<file path="src/rtl/color_freq_meter.sv">
// Colour sensor frequency meter: counts rising edges of the sensor output
// over a fixed gate window and auto-ranges the sensor S0/S1 scaling so the
// published count stays between the low and high thresholds.
module color_freq_meter #(
    parameter int unsigned GATE_CYCLES   = 100000,
    parameter int unsigned SETTLE_CYCLES = 1000,
    parameter logic [15:0] HI_THRESH     = 16'd40000,
    parameter logic [15:0] LO_THRESH     = 16'd400
) (
    input  logic        clk,
    input  logic        reset,
    input  logic        enable,
    input  logic        sensorFreq,
    output logic [1:0]  scale,
    output logic [15:0] freq_count,
    output logic [1:0]  freq_scale,
    output logic        freq_valid,
    output logic        overflow
);

    typedef enum logic [1:0] {
        IDLE    = 2'd0,
        SETTLE  = 2'd1,
        MEASURE = 2'd2,
        EVAL    = 2'd3
    } state_t;

    localparam logic [1:0] SCALE_OFF  = 2'b00;
    localparam logic [1:0] SCALE_2    = 2'b01;
    localparam logic [1:0] SCALE_100  = 2'b11;
    localparam logic [31:0] SETTLE_LAST = 32'(SETTLE_CYCLES - 1);
    localparam logic [31:0] GATE_LAST   = 32'(GATE_CYCLES - 1);

    state_t      state;
    state_t      state_next;
    logic [1:0]  scale_next;
    logic        publish;
    logic        sync1;
    logic        sync2;
    logic        sync3;
    logic        edge_det;
    logic [31:0] settle_cnt;
    logic [31:0] window_cnt;
    logic [15:0] edge_cnt;

    // The third flop only exists to delay sync2 so a rising edge is a single-cycle pulse.
    assign edge_det = sync2 & ~sync3;

    // State register.
    always_ff @(posedge clk) begin
        if (reset) begin
            state <= IDLE;
        end else begin
            state <= state_next;
        end
    end

    // Next-state, auto-ranging decision and publish strobe; enable low overrides everything.
    always_comb begin
        state_next = state;
        scale_next = scale;
        publish    = 1'b0;
        case (state)
            IDLE: begin
                scale_next = SCALE_OFF;
                if (enable) begin
                    state_next = SETTLE;
                    scale_next = SCALE_100;
                end
            end
            SETTLE: begin
                if (settle_cnt == SETTLE_LAST) begin
                    state_next = MEASURE;
                end
            end
            MEASURE: begin
                if (window_cnt == GATE_LAST) begin
                    state_next = EVAL;
                end
            end
            EVAL: begin
                if ((edge_cnt > HI_THRESH) && (scale != SCALE_2)) begin
                    scale_next = scale - 2'd1;
                    state_next = SETTLE;
                end else if ((edge_cnt < LO_THRESH) && (scale != SCALE_100)) begin
                    scale_next = scale + 2'd1;
                    state_next = SETTLE;
                end else begin
                    publish    = 1'b1;
                    state_next = MEASURE;
                end
            end
            default: begin
                state_next = IDLE;
                scale_next = SCALE_OFF;
            end
        endcase
        if (!enable) begin
            state_next = IDLE;
            scale_next = SCALE_OFF;
            publish    = 1'b0;
        end
    end

    // Synchroniser, counters and output registers; counters clear whenever their state is left.
    always_ff @(posedge clk) begin
        if (reset) begin
            sync1      <= 1'b0;
            sync2      <= 1'b0;
            sync3      <= 1'b0;
            settle_cnt <= '0;
            window_cnt <= '0;
            edge_cnt   <= '0;
            scale      <= SCALE_OFF;
            freq_count <= '0;
            freq_scale <= SCALE_100;
            freq_valid <= 1'b0;
            overflow   <= 1'b0;
        end else begin
            sync1      <= sensorFreq;
            sync2      <= sync1;
            sync3      <= sync2;
            scale      <= scale_next;
            freq_valid <= publish;

            if (state == SETTLE && enable) begin
                settle_cnt <= settle_cnt + 32'd1;
            end else begin
                settle_cnt <= '0;
            end

            if (state == MEASURE && enable) begin
                window_cnt <= window_cnt + 32'd1;
                if (edge_det && (edge_cnt != 16'hFFFF)) begin
                    edge_cnt <= edge_cnt + 16'd1;
                end
            end else begin
                window_cnt <= '0;
                edge_cnt   <= '0;
            end

            if (publish) begin
                freq_count <= edge_cnt;
                freq_scale <= scale;
                if ((edge_cnt == 16'hFFFF) && (scale == SCALE_2)) begin
                    overflow <= 1'b1;
                end
            end
        end
    end

endmodule
</file>
<file path="config.mk">
export PLATFORM = sky130hd
export DESIGN_NAME = color_freq_meter
export DESIGN_NICKNAME = d
export VERILOG_FILES = /design/src/rtl/color_freq_meter.sv
export SDC_FILE = /design/constraint.sdc
export NUM_CORES = 1
export LEC_CHECK = 0
export ABC_CLOCK_PERIOD_IN_PS = 2700
export CAP_MARGIN = 20
export CELL_PAD_IN_SITES_DETAIL_PLACEMENT = 1
export CELL_PAD_IN_SITES_GLOBAL_PLACEMENT = 1
export CORE_MARGIN = 2
export CORE_UTILIZATION = 35
export DETAILED_ROUTE_END_ITERATION = 12
export PLACE_DENSITY_LB_ADDON = 0.12
export SETUP_SLACK_MARGIN = 0.5
export SYNTH_ARGS = -nofsm -noshare
export SYNTH_HDL_FRONTEND = slang
export SYNTH_SLANG_ARGS = --single-unit
</file>
<file path="constraint.sdc">
create_clock -name clk -period 2.7 [get_ports clk]
set_input_delay 0.27 -clock clk [delete_from_list [all_inputs] [get_ports clk]]
set_output_delay 0.27 -clock clk [all_outputs]
set_load 0.05 [all_outputs]
</file>
==> results_dict.tcl, run 1 <==
set metrics [dict create \
    status "complete, no violations" \
    fmax_ghz 0.428 \
    cp.arrival_ps 2620 \
    rows 43 \
    placed_area_mm2 0.00542 \
    setup_viol 0 \
    syn_area_per_cell_um2 8.64 \
    min_period_ps 2340 \
    dr.pass1.iters 4 \
    p_switching_uw 638 \
    htreeDepth 3 \
    viasPerCell 5.23 \
    overflow 0 \
    grt_antenna_before_repair 0 \
    ant_nets 0 \
    fin_nets 624 \
    tns_ps 0 \
    yosys.cell_types.count 48 \
    hold_class "reg -> reg" \
    crit_path_max_fanout 5 \
    critPathLaunch "edge_cnt[0]" \
    ys_async_sr_fraction_pct 0 \
    hold_slack_ps 449 \
    relSlewSlack_pct 65.4 \
    finalHoldViolCount 0 \
    die-area_mm2 0.0152 \
    clkTransAtPathRegs_ps 70 \
    register_area_mm2 0.00217 \
    fin_skew_ps 6.81 \
    synthSimpleGateAreaFrac_pct 31.2 \
    drtIter0Drc 163 \
    power_density_mw_per_mm2 532 \
    clk_latency_ps 350 \
    drive_gt1_share_pct 11.6 \
    first_global_vias 4204 \
    required_ps 2990 \
    final_area_mm2 0.00605 \
    critPathKind "reg -> reg" \
    worstMarginPinSlew_ps 514 \
    maxSlewViolCount 0 \
    power.clock.fraction_pct 48.9 \
    pin_count 26 \
    syn_inst 576 \
    ys_seq_area_share_pct 43.0 \
    synth_compound_area_share_pct 6.69 \
    cts_max_path_buffers 2 \
    multiInputGateArea_mm2 0.00271 \
    coreArea_mm2 0.0139 \
    numCtsBuffers 9 \
    die_y_um 123 \
    place.gp.congestion 0.820 \
    final.period_utilization_pct 86.6 \
    r2r_start "edge_cnt[0]" \
    nFillCells 1639 \
    cp-end-kind "flop" \
    ir_worst_vdd_v 0.000272 \
    p_comb_share_pct 1.9 \
    cts.hold.buffers_added 0 \
    initial_core_util_pct 35.9 \
    synth_mux_area_share_pct 4.22 \
    hold_start "sync1" \
    synth_edf_count 0 \
    yosys_warnings 0 \
    grt.total_usage_pct 17.3 \
    max_cap_viol_count 0 \
    synth-adder-area-share_pct 1.51 \
    drc 0 \
    grt_pass1_wl_um 20900 \
    p_int_mw 2.58 \
    grt_setup_unrepaired "yes" \
    syn_area_mm2 0.00498 \
    area_delta_synth_final_pct 21.5 \
    seq_power_share_pct 49.2 \
    cp-start-kind "flop" \
    port_buffers 25 \
    swShare_pct 19.8 \
    cts_tree "done" \
    clkSinkCount 107 \
    routed_wl_um 12400 \
    ys_ff_latch 107 \
    synth_top_family_by_area "simple AND/OR/NAND/NOR gates" \
    ys.flop_type "dfxtp_1" \
    grt_max_degree 44 \
    routedWlPerCell_um 15.5 \
    vias 4181 \
    antenna_cells_inserted 0 \
    synth_xor_area_share_pct 9.68 \
    synth.net_count 586 \
    cts_root_buf "clkbuf_16" \
    static-leakage-power_nw 1.98 \
    dp_hpwl_um 8290 \
    chipWidth_um 123 \
]
[power groups by stage]
stage	combinational, mW	sequential, mW	clock [mW]
6_report	0.0620	1.58	1.57
5_1_grt	0.0675	1.58	1.67
4_1_cts	0.0611	1.59	1.61
3_5_place_dp	0.0597	1.63	0
3_3_place_gp	0.0581	1.63	0
2_1_floorplan	0.0345	1.63	0
[layout by cell type, fill, tap and decap left out, types with 5 or more instances in the layout]
master / count
dfxtp_1: 93
nand2_1: 77
nor2_1: 70
nand3_1: 29
xnor2_1: 28
xor2_1: 27
clkdlybuf4s50_1: 25
nor4_1: 24
mux2i_1: 21
buf_4: 20
or4_1: 16
and3_1: 15
and4_1: 14
a21oi_1: 14
nand4_1: 11
nor3_1: 10
clkbuf_16: 10
dfxtp_2: 10
inv_1: 8
nor2b_1: 7
o31ai_1: 6
o21ai_0: 6
and2_1: 5
o21a_1: 5
[final cells by class]
class	count	area share, %
Tap cell	180	3.72
Clock buffer	12	4.41
Multi-Input combinational cell	433	44.8
Timing Repair Buffer	52	8.83
Sequential cell	107	35.9
Inverter	11	0.765
Clock inverter	4	1.57
[cell usage after synthesis, types with 2 or more instances]
library cell | n | area [µm²]
and2_1 | 5 | 31.3
o21a_1 | 5 | 37.5
or4_1 | 18 | 135
a31oi_1 | 3 | 18.8
o311a_1 | 2 | 20.0
buf_6 | 2 | 22.5
dfxtp_1 | 107 | 2140
nor3_1 | 10 | 50.1
nand3_1 | 29 | 145
buf_12 | 2 | 40.0
xnor2_1 | 28 | 245
nand4_1 | 11 | 68.8
o21ai_0 | 8 | 40.0
a211oi_1 | 2 | 15.0
nand3b_1 | 2 | 15.0
o211ai_1 | 3 | 22.5
a21oi_1 | 14 | 70.1
nor4b_1 | 2 | 17.5
xor2_1 | 27 | 236
nor2b_1 | 7 | 43.8
inv_1 | 10 | 37.5
nor2_1 | 70 | 263
and4_1 | 15 | 131
buf_1 | 3 | 11.3
mux2i_1 | 21 | 210
ha_1 | 6 | 75.1
and3_1 | 15 | 93.8
nor4_1 | 24 | 150
or2_2 | 2 | 12.5
clkbuf_1 | 17 | 63.8
nand2_1 | 77 | 289
nand2b_1 | 4 | 25.0
or3_1 | 5 | 31.3
o31ai_1 | 6 | 45.0
[flip-flops by register name, indices dropped and copies added (netlist names)]
name and count:
window_cnt 32, sync1 1, sync2 1, scale 2
sync3 1, settle_cnt 32, state 2, freq_scale 2
overflow 1, freq_count 16, freq_valid 1, edge_cnt 16
[final timing paths]
| path | slack [ps] | end | cells past startpoint |
|---|---|---|---|
| worst max-delay path | 360 | freq_count[11] | 9 |
| worst min-delay path | 450 | sync2 | 1 |
| worst max register to register | 360 | freq_count[11] | 9 |
| worst min register to register | 450 | sync2 | 1 |
[critical path: stages (launching register included)]
cell and delay (ps):
dfxtp_4 350, inv_4 60, ha_4 110, or3b_1 360
or4_4 520, a31oi_4 160, and4_4 280, buf_6 130
clkbuf_16 140, mux2i_1 160
[what timing repair did]
item	4_1_cts	5_1_grt
setup buffers	6	6
gates cloned	2	1
setup endpoints to repair	23	30
gates resized for setup	16	23
hold endpoints to repair	0	0
pin swaps	4	4
[per-layer routing]
| layer | part of all wire (%) | global-route usage, % | vias up |
|---|---|---|---|
| met5 | 0 | 0 | - |
| met4 | 1.5 | 6.39 | 0 |
| met3 | 2.4 | 2.35 | 11 |
| met2 | 48 | 29.2 | 40 |
| met1 | 48 | 22.6 | 2024 |
| li1 | - | - | 2106 |
[logic make-up (layout without fill, tap and decap cells)]
kind of cell	Yosys count	count (layout)
AO/OA/AOI/OAI	50	50
XOR/XNOR	55	55
adder cells (fa/ha/maj)	6	6
buffers and inverters	36	79
flip-flops	107	107
multiplexers	21	21
AND/OR/NAND/NOR	301	301
[metrics by stage]
stage | instances | setup slack (ps) | power (mW) | utilization, %
2_1_floorplan | 576 | 505 | 1.66 | -
3_3_place_gp | 768 | 401 | 1.68 | 39.0
3_5_place_dp | 768 | 299 | 1.69 | 39.0
4_1_cts | 792 | 357 | 3.26 | 42.6
5_1_grt | 799 | 290 | 3.33 | 43.6
6_report | 799 | 363 | 3.22 | 43.6
(Power assumes the default switching activity.)
==> run 2: changes to the inputs <==
--- a/config.mk
+++ b/config.mk
@@ -12,6 +12,7 @@
 export CORE_MARGIN = 2
 export CORE_UTILIZATION = 35
 export DETAILED_ROUTE_END_ITERATION = 12
+export GPL_TIMING_DRIVEN = 0
 export PLACE_DENSITY_LB_ADDON = 0.12
 export SETUP_SLACK_MARGIN = 0.5
 export SYNTH_ARGS = -nofsm -noshare
==> run 2 against run 1 <==
- fmax down 2.1%
- sequential power barely moved
- first-iteration DRC count is 30% lower
- sequential share of layout area rose by 0.14 points
- via count up 0.81%
- non-clock buffer count is 8 higher
- core utilization shrank 0.22 points
- cell count grew 0.75%
- largest cell class unchanged
==> results_dict.tcl, run 2 (same netlist as run 1, synthesis figures left out) <==
set metrics [dict create \
    status "complete, no violations" \
    cts_root_buf "clkbuf_16" \
    whs_path_depth 2 \
    total_power_mw 3.08 \
    rows 43 \
    first_global_vias 4119 \
    fin_nets 632 \
    die-area_mm2 0.0152 \
    ir_worst_vdd_v 0.000284 \
    reg.largest.list "settle_cnt (32), window_cnt (32)" \
    viasPerCell 5.24 \
    power.clock.fraction_pct 46.6 \
    fmax_ghz 0.419 \
    seq_power_share_pct 51.4 \
    rr_endpoint "freq_count[6]" \
    power_density_mw_per_mm2 511 \
    register_area_mm2 0.00217 \
    p_int_mw 2.45 \
    required_ps 2980 \
    clk_latency_ps 350 \
    hold_slack_ps 322 \
    place.gp.congestion 0.819 \
    min_period_ps 2390 \
    pin_count 26 \
    grt_setup_unrepaired "yes" \
    p_switching_uw 625 \
    grt.total_usage_pct 17.0 \
    routed_wl_um 12300 \
    overflow 0 \
    dp_hpwl_um 8580 \
    setup_ws_ps 313 \
    static-leakage-power_nw 1.91 \
    final.period_utilization_pct 88.4 \
    max_cap_viol_count 0 \
    p_comb_share_pct 2.0 \
    antenna_cells_inserted 0 \
    vias 4215 \
    hold_class "in -> reg" \
    numCtsBuffers 9 \
    ant_nets 0 \
    fin_util_pct 43.4 \
    area_delta_synth_final_pct 20.9 \
    fin_skew_ps 8.24 \
    place_ws_ps 221 \
    setup_viol 0 \
    relSlewSlack_pct 58.8 \
    final_cell_mix "95 x dfxtp_1, 76 x nand2_1, 70 x nor2_1, 28 x xnor2_1" \
    dr.pass1.iters 4 \
    r2r_slack_ps 310 \
    port_buffers 24 \
    cp-start-kind "flop" \
    finalHoldViolCount 0 \
    final_common_cell "dfxtp_1" \
    tns_ps 0 \
    drc 0 \
    hold_start "reset" \
    critPathKind "reg -> reg" \
    multiInputGateArea_mm2 0.00276 \
    routedWlPerCell_um 15.3 \
    chipWidth_um 123 \
    hold_end "sync1" \
    die_y_um 123 \
    initial_core_util_pct 35.9 \
    grt_antenna_before_repair 0 \
    cts.hold.buffers_added 0 \
    cts_tree "done" \
    grt_pass1_wl_um 20400 \
    worstMarginPinSlew_ps 617 \
    r2r_start "edge_cnt[7]" \
    crit_path_max_fanout 5 \
    drtIter0Drc 114 \
    reg2reg_depth 8 \
    clkTransAtPathRegs_ps 70 \
    cts_max_path_buffers 2 \
    cp-end-kind "flop" \
    maxSlewViolCount 0 \
    coreArea_mm2 0.0139 \
    htreeDepth 3 \
    drive_gt1_share_pct 11.0 \
    clkSinkCount 107 \
    grt_max_degree 16 \
    cp.arrival_ps 2660 \
    swShare_pct 20.3 \
    nFillCells 1629 \
]
-- run 2: metrics by stage --
stage	std cells	cell area [µm²]
after detailed placement	780	5450
final	805	6020
after global routing	805	6020
after floorplan	576	4980
after global placement	780	5450
after CTS	800	5890
-- run 2: worst max-delay path by stage --
| stage | startpoint | endpoint | slack, ps | depth (start not counted) |
|---|---|---|---|---|
| after global placement | edge_cnt[0] | freq_count[1] | 260 | 9 |
| after CTS | edge_cnt[7] | freq_count[13] | 290 | 8 |
| final | edge_cnt[7] | freq_count[6] | 310 | 8 |
| after detailed placement | window_cnt[0] | window_cnt[28] | 220 | 6 |
| after global routing | edge_cnt[7] | freq_count[8] | 230 | 8 |
| after floorplan | scale[0] | overflow | 500 | 8 |
-- run 2: repair_timing --
| action | 4_1_cts | 5_1_grt |
|---|---|---|
| cloned | 1 | 1 |
| gates resized for setup | 21 | 24 |
| endpoints found under the setup margin | 33 | 38 |
| setup buffers | 5 | 4 |
| pin swaps | 4 | 4 |
-- run 2: critical path: stages (launching register included) --
cell,delay [ps]
dfxtp_2,320
buf_6,110
or4_4,470
or4_4,510
a31oi_4,160
and4_1,240
buf_6,170
buf_12,140
mux2i_2,190
-- run 2: final cells by class --
class | instances | share of cell area, %
Buffer | 25 | 2.47
Clock buffer | 12 | 4.26
Clock inverter | 2 | 0.998
Inverter | 11 | 0.686
Multi-Input combinational cell | 433 | 45.9
Sequential cell | 107 | 36.0
Tap cell | 180 | 3.74
Timing Repair Buffer | 35 | 5.99
-- run 2: power groups by stage --
stage	registers [mW]	clock network [mW]	logic, mW
floorplan	1.63	0	0.0345
global placement	1.62	0	0.0587
detailed placement	1.62	0	0.0614
CTS	1.58	1.47	0.0627
global route	1.58	1.53	0.0697
finish	1.58	1.43	0.0622
-- run 2: per-layer routing --
layer  up-vias  routed length, µm  GRT usage [%]
li1       2129                  -              -
met1      2040               5950           22.1
met2        35               5930           28.9
met3        11                221           2.35
met4         0                181           6.04
met5         -                  0              0
==> run 3: changes to the inputs <==
--- a/config.mk
+++ b/config.mk
@@ -18,3 +18,4 @@
 export SYNTH_ARGS = -nofsm -noshare
 export SYNTH_HDL_FRONTEND = slang
 export SYNTH_SLANG_ARGS = --single-unit
+export TNS_END_PERCENT = 20
==> run 3 against run 2 <==
- worst hold slack improved by 1.9 ps
- clock power is essentially flat
- fmax shrank 0.13%
- wire length fell by 1.2%
- non-clock buffer count decreased by 3
- highest routed layer unchanged
- clock skew hardly changed
- clock-buffer cell count unchanged
- sequential cell count is the same
- critical path depth stayed put
==> results_dict.tcl, run 3 (same netlist as run 1, synthesis figures left out) <==
set metrics [dict create \
    status "complete, no violations" \
    seq_power_share_pct 51.5 \
    final_common_cell "dfxtp_1" \
    grt_max_degree 16 \
    final_cell_mix "99 x dfxtp_1, 76 x nand2_1, 70 x nor2_1, 28 x nand3_1, 28 x xnor2_1" \
    total_power_mw 3.07 \
    place.gp.congestion 0.819 \
    final.period_utilization_pct 88.5 \
    coreArea_mm2 0.0139 \
    drc 0 \
    setup_viol 0 \
    grt_pass1_wl_um 20300 \
    routedWlPerCell_um 15.1 \
    clkSinkCount 107 \
    drtIter0Drc 136 \
    p_int_mw 2.45 \
    worstMarginPinSlew_ps 898 \
    routed_wl_um 12100 \
    cts.hold.buffers_added 0 \
    finalHoldViolCount 0 \
    pin_count 26 \
    nFillCells 1639 \
    maxSlewViolCount 0 \
    grt_antenna_before_repair 0 \
    area_delta_synth_final_pct 19.6 \
    rows 43 \
    place_ws_ps 221 \
    cts_root_buf "clkbuf_16" \
    crit_path_max_fanout 5 \
    cp.arrival_ps 2670 \
    fin_nets 629 \
    die-area_mm2 0.0152 \
    cts_max_path_buffers 2 \
    chipWidth_um 123 \
    die_y_um 123 \
    grt.total_usage_pct 17.0 \
    cp-end-kind "flop" \
    drive_gt1_share_pct 8.84 \
    reg.largest.list "settle_cnt (32), window_cnt (32)" \
    vias 4224 \
    required_ps 2980 \
    initial_core_util_pct 35.9 \
    hold_class "in -> reg" \
    power.clock.fraction_pct 46.5 \
    numCtsBuffers 9 \
    dr.pass1.iters 4 \
    reg2reg_depth 8 \
    clk_latency_ps 350 \
    port_buffers 24 \
    cp-start-kind "flop" \
    fin_skew_ps 8.34 \
    cts_tree "done" \
    viasPerCell 5.27 \
    antenna_cells_inserted 0 \
    overflow 0 \
    static-leakage-power_nw 1.89 \
    clkTransAtPathRegs_ps 70 \
    whs_path_depth 2 \
    first_global_vias 4094 \
    tns_ps 0 \
    setup_ws_ps 310 \
    fin_util_pct 42.9 \
    ant_nets 0 \
    ir_worst_vdd_v 0.000280 \
    dp_hpwl_um 8580 \
    htreeDepth 3 \
    max_cap_viol_count 0 \
    r2r_start "edge_cnt[7]" \
    relSlewSlack_pct 39.6 \
    swShare_pct 20.2 \
    critPathLaunch "edge_cnt[7]" \
    critPathKind "reg -> reg" \
    min_period_ps 2390 \
    p_comb_share_pct 2.0 \
    grt_setup_unrepaired "yes" \
    power_density_mw_per_mm2 516 \
    hold_start "reset" \
    p_switching_uw 620 \
    fmax_ghz 0.418 \
]
run 3: routing by layer:
layer | share of wire (%) | up-vias | GRT usage, %
li1 | - | 2124 | -
met1 | 48 | 2047 | 22.0
met2 | 48 | 42 | 28.8
met3 | 2.0 | 11 | 2.35
met4 | 1.5 | 0 | 6.04
met5 | 0 | - | 0
run 3: through the flow:
step,area (µm²),hold slack (ps),std cells
2_1_floorplan,4980,398,576
3_3_place_gp,5450,421,780
3_5_place_dp,5450,448,780
4_1_cts,5860,329,798
5_1_grt,5950,358,802
6_report,5950,324,802
run 3: critical path: stages (launching register included):
cell and delay [ps]:
dfxtp_2 320, buf_6 110, or4_4 460, or4_4 510, a31oi_4 160, and4_1 250, buf_6 170, buf_12 140
mux2i_2 190
run 3: area by class of cell:
type	count	area, µm²	share of cell area, %
multi-input cells	433	2730	45.8
repair buffers	32	338	5.67
clock buffers	12	256	4.31
flip-flops and latches	107	2160	36.3
plain buffers	25	146	2.46
clock inverters	2	60.1	1.01
well taps	180	225	3.78
inverters	11	41.3	0.694
run 3: worst paths after layout:
check        slack [ps]       endpoint
min                 320          sync1
max reg2reg         310  freq_count[6]
min reg2reg         440  window_cnt[0]
max                 310  freq_count[6]
run 3: what timing repair did:
action / CTS / global route
cloned: 1 / 1
endpoints found under the hold margin: 0 / 0
gates resized for setup: 17 / 15
buffers inserted: 3 / 3
endpoints found under the setup margin: 33 / 45
pin swaps: 3 / 3
run 3: power by group through the flow:
stage               sequential, mW  combinational (mW)  clock (mW)
floorplan                     1.63              0.0345           0
global placement              1.62              0.0587           0
detailed placement            1.62              0.0614           0
CTS                           1.58              0.0624        1.47
global route                  1.58              0.0692        1.53
finish                        1.58              0.0617        1.43
